## src/rtl/alu_dispatch_if.sv

```systemverilog
// Purpose: producer-side bundle between the ALU dispatch stage and its neighbours
//          (decode, regfile, ROB, CDB and the ALU reservation station).
// Ports  : master = dispatch stage, slave = everything around it.
//          inst_imm / inst_use_imm exist only when DISPATCH_IMM_EN is defined.
interface alu_dispatch_if #(
  parameter int DATA_W = 32,
  parameter int TAG_W  = 5,
  parameter int OP_W   = 4,
  parameter int RIDX_W = 5
);
  // decoded instruction
  logic              flush;
  logic              inst_valid;
  logic              inst_ready;
  logic [OP_W-1:0]   inst_op;
  logic [RIDX_W-1:0] inst_rd;
  logic [RIDX_W-1:0] inst_rs1;
  logic [RIDX_W-1:0] inst_rs2;
`ifdef DISPATCH_IMM_EN
  logic [DATA_W-1:0] inst_imm;
  logic              inst_use_imm;
`endif
  // register file
  logic [RIDX_W-1:0] rf_raddr1;
  logic [RIDX_W-1:0] rf_raddr2;
  logic [DATA_W-1:0] rf_rdata1;
  logic [DATA_W-1:0] rf_rdata2;
  // ROB lookup / allocate / commit
  logic [TAG_W-1:0]  rob_qtag1;
  logic [TAG_W-1:0]  rob_qtag2;
  logic              rob_qready1;
  logic              rob_qready2;
  logic [DATA_W-1:0] rob_qval1;
  logic [DATA_W-1:0] rob_qval2;
  logic              rob_full;
  logic              rob_alloc;
  logic [TAG_W-1:0]  rob_alloc_tag;
  logic [RIDX_W-1:0] rob_alloc_rd;
  logic              commit_valid;
  logic [TAG_W-1:0]  commit_tag;
  logic [RIDX_W-1:0] commit_rd;
  logic [DATA_W-1:0] commit_val;
  // result broadcast
  logic              cdb_valid;
  logic [TAG_W-1:0]  cdb_tag;
  logic [DATA_W-1:0] cdb_val;
  // reservation station entry
  logic              rs_full;
  logic              rs_ce;
  logic [TAG_W-1:0]  rs_target;
  logic [DATA_W-1:0] rs_val1;
  logic [DATA_W-1:0] rs_val2;
  logic [TAG_W-1:0]  rs_tag1;
  logic [TAG_W-1:0]  rs_tag2;
  logic [OP_W-1:0]   rs_op;

  modport master (
    input  flush, inst_valid, inst_op, inst_rd, inst_rs1, inst_rs2,
`ifdef DISPATCH_IMM_EN
    input  inst_imm, inst_use_imm,
`endif
    output inst_ready,
    output rf_raddr1, rf_raddr2,
    input  rf_rdata1, rf_rdata2,
    output rob_qtag1, rob_qtag2,
    input  rob_qready1, rob_qready2, rob_qval1, rob_qval2, rob_full,
    output rob_alloc, rob_alloc_tag, rob_alloc_rd,
    input  commit_valid, commit_tag, commit_rd, commit_val,
    input  cdb_valid, cdb_tag, cdb_val,
    input  rs_full,
    output rs_ce, rs_target, rs_val1, rs_val2, rs_tag1, rs_tag2, rs_op
  );

  modport slave (
    output flush, inst_valid, inst_op, inst_rd, inst_rs1, inst_rs2,
`ifdef DISPATCH_IMM_EN
    output inst_imm, inst_use_imm,
`endif
    input  inst_ready,
    input  rf_raddr1, rf_raddr2,
    output rf_rdata1, rf_rdata2,
    input  rob_qtag1, rob_qtag2,
    output rob_qready1, rob_qready2, rob_qval1, rob_qval2, rob_full,
    input  rob_alloc, rob_alloc_tag, rob_alloc_rd,
    output commit_valid, commit_tag, commit_rd, commit_val,
    output cdb_valid, cdb_tag, cdb_val,
    output rs_full,
    input  rs_ce, rs_target, rs_val1, rs_val2, rs_tag1, rs_tag2, rs_op
  );
endinterface

```

## src/rtl/alu_dispatch.sv

```systemverilog
// Purpose: ALU dispatch - allocates ROB tag, resolves operands, renames rd, emits RS entry.
// Latency: accept at posedge N -> rs_*/rob_alloc* registered, valid in cycle N+1 only.
// Backpressure: inst_ready = !rst && !flush && !rs_full && !rob_full; entry in flight is never dropped.
// Ports: clk, rst (async, active-high), bus (alu_dispatch_if.master) carrying all other signals.
// Option: DISPATCH_IMM_EN adds inst_imm / inst_use_imm (src2 from immediate).
module alu_dispatch #(
  parameter int DATA_W    = 32,
  parameter int TAG_W     = 5,
  parameter int ROB_DEPTH = 16,
  parameter int REG_NUM   = 32,
  parameter int OP_W      = 4
) (
  input logic           clk,
  input logic           rst,
  alu_dispatch_if.master bus
);

  localparam logic [TAG_W-1:0] TAG_INVALID = '1;
  localparam logic [TAG_W-1:0] TAG_LAST    = TAG_W'(ROB_DEPTH - 1);

  typedef struct packed {
    logic [DATA_W-1:0] val;
    logic [TAG_W-1:0]  tag;
  } opnd_t;

  logic [TAG_W-1:0]  r_rename [REG_NUM];
  logic [TAG_W-1:0]  r_next_tag;

  logic              r_rs_ce;
  logic [TAG_W-1:0]  r_rs_target;
  logic [DATA_W-1:0] r_rs_val1;
  logic [DATA_W-1:0] r_rs_val2;
  logic [TAG_W-1:0]  r_rs_tag1;
  logic [TAG_W-1:0]  r_rs_tag2;
  logic [OP_W-1:0]   r_rs_op;
  logic              r_rob_alloc;
  logic [4:0]        r_rob_alloc_rd;

  logic              w_ready;
  logic              w_accept;
  logic [TAG_W-1:0]  w_map1;
  logic [TAG_W-1:0]  w_map2;
  opnd_t             w_src1;
  opnd_t             w_src2;

  // Operand resolution, first match wins. All lookups use the mapping as it
  // stands before this cycle's rename, so rs == rd sees the older producer.
  function automatic opnd_t f_resolve(
    input logic [4:0]        rs,
    input logic [TAG_W-1:0]  map,
    input logic [DATA_W-1:0] rf_val,
    input logic              q_rdy,
    input logic [DATA_W-1:0] q_val,
    input logic              cdb_v,
    input logic [TAG_W-1:0]  cdb_t,
    input logic [DATA_W-1:0] cdb_d,
    input logic              cmt_v,
    input logic [TAG_W-1:0]  cmt_t,
    input logic [DATA_W-1:0] cmt_d
  );
    opnd_t o;
    o.val = '0;
    o.tag = TAG_INVALID;
    if (rs == 5'd0) begin
      o.val = '0;
    end else if (map == TAG_INVALID) begin
      o.val = rf_val;
    end else if (cdb_v && (cdb_t == map)) begin
      o.val = cdb_d;
    end else if (cmt_v && (cmt_t == map)) begin
      o.val = cmt_d;
    end else if (q_rdy) begin
      o.val = q_val;
    end else begin
      o.tag = map;
    end
    return o;
  endfunction

  assign w_ready  = !rst && !bus.flush && !bus.rs_full && !bus.rob_full;
  assign w_accept = bus.inst_valid && w_ready;

  assign w_map1 = r_rename[bus.inst_rs1];
  assign w_map2 = r_rename[bus.inst_rs2];

  assign bus.inst_ready = w_ready;
  assign bus.rf_raddr1  = bus.inst_rs1;
  assign bus.rf_raddr2  = bus.inst_rs2;
  assign bus.rob_qtag1  = w_map1;
  assign bus.rob_qtag2  = w_map2;

  always_comb begin
    w_src1 = f_resolve(bus.inst_rs1, w_map1, bus.rf_rdata1, bus.rob_qready1, bus.rob_qval1,
                       bus.cdb_valid, bus.cdb_tag, bus.cdb_val,
                       bus.commit_valid, bus.commit_tag, bus.commit_val);
    w_src2 = f_resolve(bus.inst_rs2, w_map2, bus.rf_rdata2, bus.rob_qready2, bus.rob_qval2,
                       bus.cdb_valid, bus.cdb_tag, bus.cdb_val,
                       bus.commit_valid, bus.commit_tag, bus.commit_val);
`ifdef DISPATCH_IMM_EN
    if (bus.inst_use_imm) begin
      w_src2.val = bus.inst_imm;
      w_src2.tag = TAG_INVALID;
    end
`endif
  end

  always_ff @(posedge clk or posedge rst) begin
    if (rst) begin
      r_rs_ce        <= 1'b0;
      r_rob_alloc    <= 1'b0;
      r_rs_target    <= TAG_INVALID;
      r_rs_tag1      <= TAG_INVALID;
      r_rs_tag2      <= TAG_INVALID;
      r_rs_val1      <= '0;
      r_rs_val2      <= '0;
      r_rs_op        <= '0;
      r_rob_alloc_rd <= '0;
      r_next_tag     <= '0;
      for (int i = 0; i < REG_NUM; i++) r_rename[i] <= TAG_INVALID;
    end else if (bus.flush) begin
      // Flush outranks both commit and accept (w_accept is already low here).
      r_rs_ce     <= 1'b0;
      r_rob_alloc <= 1'b0;
      r_next_tag  <= '0;
      for (int i = 0; i < REG_NUM; i++) r_rename[i] <= TAG_INVALID;
    end else begin
      r_rs_ce     <= w_accept;
      r_rob_alloc <= w_accept;

      // Only retire the mapping if it still points at the committing tag;
      // a younger producer of the same rd must keep its mapping.
      if (bus.commit_valid && (r_rename[bus.commit_rd] == bus.commit_tag))
        r_rename[bus.commit_rd] <= TAG_INVALID;

      if (w_accept) begin
        r_rs_target    <= r_next_tag;
        r_rs_val1      <= w_src1.val;
        r_rs_tag1      <= w_src1.tag;
        r_rs_val2      <= w_src2.val;
        r_rs_tag2      <= w_src2.tag;
        r_rs_op        <= bus.inst_op;
        r_rob_alloc_rd <= bus.inst_rd;
        r_next_tag     <= (r_next_tag == TAG_LAST) ? '0 : r_next_tag + 1'b1;
        // Later assignment: a same-cycle rename beats the commit clear above.
        if (bus.inst_rd != 5'd0)
          r_rename[bus.inst_rd] <= r_next_tag;
      end
    end
  end

  assign bus.rs_ce         = r_rs_ce;
  assign bus.rs_target     = r_rs_target;
  assign bus.rs_val1       = r_rs_val1;
  assign bus.rs_val2       = r_rs_val2;
  assign bus.rs_tag1       = r_rs_tag1;
  assign bus.rs_tag2       = r_rs_tag2;
  assign bus.rs_op         = r_rs_op;
  assign bus.rob_alloc     = r_rob_alloc;
  assign bus.rob_alloc_tag = r_rs_target;
  assign bus.rob_alloc_rd  = r_rob_alloc_rd;

endmodule

```

## src/flat_wrapper.sv

```systemverilog
// flat-port wrapper written by rule: the top's interface ports become plain ports
module alu_dispatch_flat 
#(
  parameter int DATA_W    = 32,
  parameter int TAG_W     = 5,
  parameter int ROB_DEPTH = 16,
  parameter int REG_NUM   = 32,
  parameter int OP_W      = 4
)
  (clk, rst, bus_flush, bus_inst_valid, bus_inst_op, bus_inst_rd, bus_inst_rs1, bus_inst_rs2, bus_inst_ready, bus_rf_raddr1, bus_rf_raddr2, bus_rf_rdata1, bus_rf_rdata2, bus_rob_qtag1, bus_rob_qtag2, bus_rob_qready1, bus_rob_qready2, bus_rob_qval1, bus_rob_qval2, bus_rob_full, bus_rob_alloc, bus_rob_alloc_tag, bus_rob_alloc_rd, bus_commit_valid, bus_commit_tag, bus_commit_rd, bus_commit_val, bus_cdb_valid, bus_cdb_tag, bus_cdb_val, bus_rs_full, bus_rs_ce, bus_rs_target, bus_rs_val1, bus_rs_val2, bus_rs_tag1, bus_rs_tag2, bus_rs_op);
  alu_dispatch_if #(.DATA_W(DATA_W), .TAG_W(TAG_W), .OP_W(OP_W), .RIDX_W(5)) bus_i ();
  input logic clk;
  input logic rst;
  input wire logic [$bits(bus_i.flush)-1:0] bus_flush;
  input wire logic [$bits(bus_i.inst_valid)-1:0] bus_inst_valid;
  input wire logic [$bits(bus_i.inst_op)-1:0] bus_inst_op;
  input wire logic [$bits(bus_i.inst_rd)-1:0] bus_inst_rd;
  input wire logic [$bits(bus_i.inst_rs1)-1:0] bus_inst_rs1;
  input wire logic [$bits(bus_i.inst_rs2)-1:0] bus_inst_rs2;
  output wire logic [$bits(bus_i.inst_ready)-1:0] bus_inst_ready;
  output wire logic [$bits(bus_i.rf_raddr1)-1:0] bus_rf_raddr1;
  output wire logic [$bits(bus_i.rf_raddr2)-1:0] bus_rf_raddr2;
  input wire logic [$bits(bus_i.rf_rdata1)-1:0] bus_rf_rdata1;
  input wire logic [$bits(bus_i.rf_rdata2)-1:0] bus_rf_rdata2;
  output wire logic [$bits(bus_i.rob_qtag1)-1:0] bus_rob_qtag1;
  output wire logic [$bits(bus_i.rob_qtag2)-1:0] bus_rob_qtag2;
  input wire logic [$bits(bus_i.rob_qready1)-1:0] bus_rob_qready1;
  input wire logic [$bits(bus_i.rob_qready2)-1:0] bus_rob_qready2;
  input wire logic [$bits(bus_i.rob_qval1)-1:0] bus_rob_qval1;
  input wire logic [$bits(bus_i.rob_qval2)-1:0] bus_rob_qval2;
  input wire logic [$bits(bus_i.rob_full)-1:0] bus_rob_full;
  output wire logic [$bits(bus_i.rob_alloc)-1:0] bus_rob_alloc;
  output wire logic [$bits(bus_i.rob_alloc_tag)-1:0] bus_rob_alloc_tag;
  output wire logic [$bits(bus_i.rob_alloc_rd)-1:0] bus_rob_alloc_rd;
  input wire logic [$bits(bus_i.commit_valid)-1:0] bus_commit_valid;
  input wire logic [$bits(bus_i.commit_tag)-1:0] bus_commit_tag;
  input wire logic [$bits(bus_i.commit_rd)-1:0] bus_commit_rd;
  input wire logic [$bits(bus_i.commit_val)-1:0] bus_commit_val;
  input wire logic [$bits(bus_i.cdb_valid)-1:0] bus_cdb_valid;
  input wire logic [$bits(bus_i.cdb_tag)-1:0] bus_cdb_tag;
  input wire logic [$bits(bus_i.cdb_val)-1:0] bus_cdb_val;
  input wire logic [$bits(bus_i.rs_full)-1:0] bus_rs_full;
  output wire logic [$bits(bus_i.rs_ce)-1:0] bus_rs_ce;
  output wire logic [$bits(bus_i.rs_target)-1:0] bus_rs_target;
  output wire logic [$bits(bus_i.rs_val1)-1:0] bus_rs_val1;
  output wire logic [$bits(bus_i.rs_val2)-1:0] bus_rs_val2;
  output wire logic [$bits(bus_i.rs_tag1)-1:0] bus_rs_tag1;
  output wire logic [$bits(bus_i.rs_tag2)-1:0] bus_rs_tag2;
  output wire logic [$bits(bus_i.rs_op)-1:0] bus_rs_op;
  assign bus_i.flush = bus_flush;
  assign bus_i.inst_valid = bus_inst_valid;
  assign bus_i.inst_op = bus_inst_op;
  assign bus_i.inst_rd = bus_inst_rd;
  assign bus_i.inst_rs1 = bus_inst_rs1;
  assign bus_i.inst_rs2 = bus_inst_rs2;
  assign bus_inst_ready = bus_i.inst_ready;
  assign bus_rf_raddr1 = bus_i.rf_raddr1;
  assign bus_rf_raddr2 = bus_i.rf_raddr2;
  assign bus_i.rf_rdata1 = bus_rf_rdata1;
  assign bus_i.rf_rdata2 = bus_rf_rdata2;
  assign bus_rob_qtag1 = bus_i.rob_qtag1;
  assign bus_rob_qtag2 = bus_i.rob_qtag2;
  assign bus_i.rob_qready1 = bus_rob_qready1;
  assign bus_i.rob_qready2 = bus_rob_qready2;
  assign bus_i.rob_qval1 = bus_rob_qval1;
  assign bus_i.rob_qval2 = bus_rob_qval2;
  assign bus_i.rob_full = bus_rob_full;
  assign bus_rob_alloc = bus_i.rob_alloc;
  assign bus_rob_alloc_tag = bus_i.rob_alloc_tag;
  assign bus_rob_alloc_rd = bus_i.rob_alloc_rd;
  assign bus_i.commit_valid = bus_commit_valid;
  assign bus_i.commit_tag = bus_commit_tag;
  assign bus_i.commit_rd = bus_commit_rd;
  assign bus_i.commit_val = bus_commit_val;
  assign bus_i.cdb_valid = bus_cdb_valid;
  assign bus_i.cdb_tag = bus_cdb_tag;
  assign bus_i.cdb_val = bus_cdb_val;
  assign bus_i.rs_full = bus_rs_full;
  assign bus_rs_ce = bus_i.rs_ce;
  assign bus_rs_target = bus_i.rs_target;
  assign bus_rs_val1 = bus_i.rs_val1;
  assign bus_rs_val2 = bus_i.rs_val2;
  assign bus_rs_tag1 = bus_i.rs_tag1;
  assign bus_rs_tag2 = bus_i.rs_tag2;
  assign bus_rs_op = bus_i.rs_op;
  alu_dispatch #(.DATA_W(DATA_W), .TAG_W(TAG_W), .ROB_DEPTH(ROB_DEPTH), .REG_NUM(REG_NUM), .OP_W(OP_W)) u_core (.clk(clk), .rst(rst), .bus(bus_i));
endmodule
```

## config.mk

```make
export PLATFORM = sky130hd
export DESIGN_NAME = alu_dispatch_flat
export DESIGN_NICKNAME = d
export VERILOG_FILES = /design/src/rtl/alu_dispatch_if.sv /design/src/rtl/alu_dispatch.sv /design/src/flat_wrapper.sv
export SDC_FILE = /design/constraint.sdc
export NUM_CORES = 1
export LEC_CHECK = 0
export ABC_CLOCK_PERIOD_IN_PS = 8600
export BUFFER_PORTS_ARGS = -buffer_cell sky130_fd_sc_hd__buf_2
export CORE_ASPECT_RATIO = 0.8
export CORE_MARGIN = 4
export CORE_UTILIZATION = 56
export DETAILED_ROUTE_END_ITERATION = 8
export PLACE_DENSITY = 0.88
export SLEW_MARGIN = 20
export SYNTH_ARGS = -nofsm -noshare
export SYNTH_HDL_FRONTEND = slang
export SYNTH_SLANG_ARGS = --single-unit
```

## constraint.sdc

```tcl
create_clock -name clk -period 8.6 [get_ports clk]
set_input_delay 1.29 -clock clk [delete_from_list [all_inputs] [get_ports clk]]
set_output_delay 1.29 -clock clk [all_outputs]
set_load 0.02 [all_outputs]
```

==> flow_metrics.tcl <==
set metrics [dict create \
    start_util_pct 56.9 \
    area_delta_synth_final_pct 17.2 \
    yosysWarningCount 0 \
    setup.worst_path.end_class "primary output" \
    start_kind "primary input" \
    stdcell_count 2163 \
    syn_nets 1754 \
    min_from "u_core.bus.rob_alloc_tag[2]" \
    rows 55 \
    synth_area_sq_mm 0.0161 \
    path_common_cell "buf_2" \
    dp.cells 2104 \
    slew-limit-headroom_pct 22.5 \
    arrival_ns 4.11 \
    final.setup.tns_ns 0 \
    wl_um 67900 \
    dpl-instance-area_sq_mm 0.0179 \
    root_buffer "clkbuf_16" \
    clk_pin_slew_ns 0.06 \
    clk_path_buf_depth 3 \
    overflow 0 \
    power.internal_uw 2300 \
    p_sw_uw 1040 \
    die_y_um 160 \
    gp_congestion 1.09 \
    fp.dieW_um 198 \
    nets 1999 \
    clkSinkCount 254 \
    ys_seq_area_share_pct 40.8 \
    cts_tree "done" \
    clkPwrFrac_pct 37.6 \
    remaining_drc_errors 0 \
    fin_worst_skew_ns 0.0169 \
    maxSlewViolCount 0 \
    cts_setup_buffers 0 \
    p_comb_share_pct 21.3 \
    cts_hold_buf 0 \
    portBuffers 351 \
    worst-r2r-cell-count 11 \
    ys_seq_elements 254 \
    clock.fmax_ghz 0.185 \
    hold_path_depth 2 \
    r2r-start "u_core.r_rename[31]" \
    wire_per_inst_um 31.4 \
    crit_fanout 28 \
    path_delay_family "buffers and inverters" \
    timing.rr.end "u_core.bus.rs_val1[3]" \
    numCtsBuffers 26 \
    drive_above_1_share_pct 43.0 \
    min_to "u_core.bus.rob_alloc_tag[2]" \
    clock_latency_ns 0.55 \
    final_cell_mix "buf_2, dfstp_2, a22oi_1, a2bb2oi_1, nand2_1" \
    ys_types 62 \
    cts.htree.levels 1 \
    drt_iter0_drc 2546 \
    regToRegSetupSlack_ns 4.58 \
    path_class "primary input to primary output" \
    fin_crit_ns 5.40 \
    power.density_mw_per_mm2 177 \
    setup_viol 0 \
    fin_area_sq_mm 0.0189 \
    nFillCells 2210 \
    crit_path_cell_trace "buf_2 -> buf_4 -> mux2i_1 -> a22o_1 -> a21oi_1 -> a311oi_2 -> inv_1 -> buf_2" \
    grt_start_max_net_pins 122 \
    cpPeakStageDelay_ns 0.75 \
    outcome "completed" \
    power.total_uw 3340 \
    grt_use_total_pct 41.8 \
    period_share_pct 62.7 \
    dpl.hpwl_um 49300 \
    worst_slew_pin_slew_ns 1.16 \
    path_buf_inv 4 \
    dr.pass1.iters 8 \
    viasPerCell 7.39 \
    mostFrequentLayoutCell "buf_2" \
    vias 16000 \
    antenna_found_initial 16 \
    grt_pass1_vias 15500 \
    hold_class "flop to flop" \
    pin_count 352 \
    synth_edf_count 0 \
    irDropWorstVdd_mv 0.164 \
    avgSynthCellArea_sq_um 10.6 \
    crit_required_ns 7.31 \
    dieArea_sq_mm 0.0316 \
    p_leak_uw 0.00742 \
    drtAntennaViolNets 0 \
    cp_slowest_cell "a311oi_2" \
    core_area_sq_mm 0.0284 \
    post_cts_resized 0 \
    rsz0062_at_grt "no" \
    synthArstFlopShare_pct 100 \
    hold-worst-slack_ns 0.465 \
    max_cap_violations 0 \
    grt_pass1_wl_um 101000 \
    synthCells 1517 \
    seq_power_share_pct 41.1 \
    sw_frac_of_total_pct 31.1 \
    hold_viol_final 0 \
    synth_ff_type "dfstp_2" \
]
==> sequential cells by signal, indices dropped and copies added, names as in the netlist <==
register,count
u_core.r_rename,160
u_core.bus.rs_val1,32
u_core.bus.rs_val2,32
u_core.bus.rob_alloc_rd,5
u_core.bus.rob_alloc_tag,5
u_core.bus.rs_tag1,5
u_core.bus.rs_tag2,5
u_core.r_next_tag,5
u_core.bus.rs_op,4
u_core.bus.rs_ce,1
==> cell type report <==
type | count | area [sq um] | area share [%]
well taps | 370 | 463 | 2.45
flip-flops and latches | 254 | 6580 | 34.8
diodes | 12 | 30.0 | 0.159
repair buffers | 375 | 1940 | 10.3
clock buffers | 38 | 821 | 4.34
clock inverters | 9 | 126 | 0.669
inverters | 17 | 71.3 | 0.377
multi-input cells | 1088 | 8870 | 46.9
==> power by group through the flow <==
stage / sequential (uW) / combinational (uW) / clock (uW)
6_report: 1380 / 711 / 1260
5_1_grt: 1380 / 755 / 1310
4_1_cts: 1370 / 703 / 1260
3_5_place_dp: 1390 / 700 / 0
3_3_place_gp: 1390 / 691 / 0
2_1_floorplan: 1470 / 313 / 0
==> how the worst max path moves through the flow <==
stage / startpoint / endpoint / slack [ns] / cells past startpoint
final: bus_inst_rs2[2] / bus_rob_qtag2[2] / 3.20 / 8
after global placement: bus_commit_rd[0] / u_core.r_rename[150] / 3.00 / 10
after global routing: bus_inst_rs2[2] / bus_rob_qtag2[1] / 3.10 / 6
after floorplan: rst / u_core.bus.rob_alloc_rd[0] / 0.61 / 1
after CTS: bus_inst_rs2[2] / bus_rob_qtag2[1] / 3.27 / 6
after detailed placement: bus_commit_rd[0] / u_core.r_rename[52] / 2.91 / 10
==> per-layer routing <==
layer,vias to the layer above,track usage (%),wire (um)
met3,276,15.1,10300
met2,1443,58.4,28600
met1,7782,58.8,25200
li1,6478,-,-
met4,6,18.1,3750
met5,-,0,41
==> stage by stage <==
stage / utilization, % / setup slack [ns]
floorplan: - / 0.615
global placement: 63.2 / 3.00
detailed placement: 63.2 / 2.91
CTS: 66.5 / 3.27
global route: 66.7 / 3.10
finish: 66.7 / 3.20
==> synthesized netlist by cell type (6+ instances only) <==
master | n | area [sq um]
dfstp_2 | 175 | 4600
a22oi_1 | 139 | 1040
a2bb2oi_1 | 110 | 963
nand2_1 | 101 | 379
o21ai_0 | 100 | 500
clkbuf_1 | 97 | 364
mux4_2 | 88 | 1980
dfrtp_1 | 79 | 1980
mux2i_1 | 71 | 711
nor2_1 | 65 | 244
nand3_1 | 58 | 290
nor3_1 | 52 | 260
o21ai_1 | 40 | 200
a221oi_1 | 33 | 289
o221a_2 | 32 | 360
buf_2 | 29 | 145
buf_4 | 20 | 150
xnor2_1 | 20 | 175
a21oi_1 | 18 | 90.1
inv_1 | 16 | 60.1
o22ai_1 | 16 | 100
a211o_2 | 13 | 130
nor2b_1 | 13 | 81.3
a211o_1 | 12 | 105
nand4_1 | 12 | 75.1
buf_1 | 10 | 37.5
or3_1 | 8 | 50.1
nand3b_1 | 7 | 52.6
and2_1 | 6 | 37.5
mux2_2 | 6 | 67.6
nor3b_1 | 6 | 45.0
or3b_2 | 6 | 52.6
==> kinds of logic (layout without fill, tap and decap cells) <==
family | count (synthesis) | after routing | share of synthesized area, %
AOI/OAI and AO/OA | 533 | 533 | 24.6
xor gates and xnor gates | 24 | 24 | 1.30
adders and majority gates | 1 | 1 | 0.0776
buffers and inverters | 175 | 439 | 4.86
DFF | 254 | 254 | 40.8
muxes | 165 | 165 | 17.1
other | 0 | 12 | 0
and+or+nand+nor | 365 | 365 | 11.3
==> worst min-delay path, cell delays in order, from the launching register on <==
cell and delay, ns:
dfstp_2 0.37, nand2_1 0.05, nand2_1 0.05
Power figures use the tool's default switching activity.
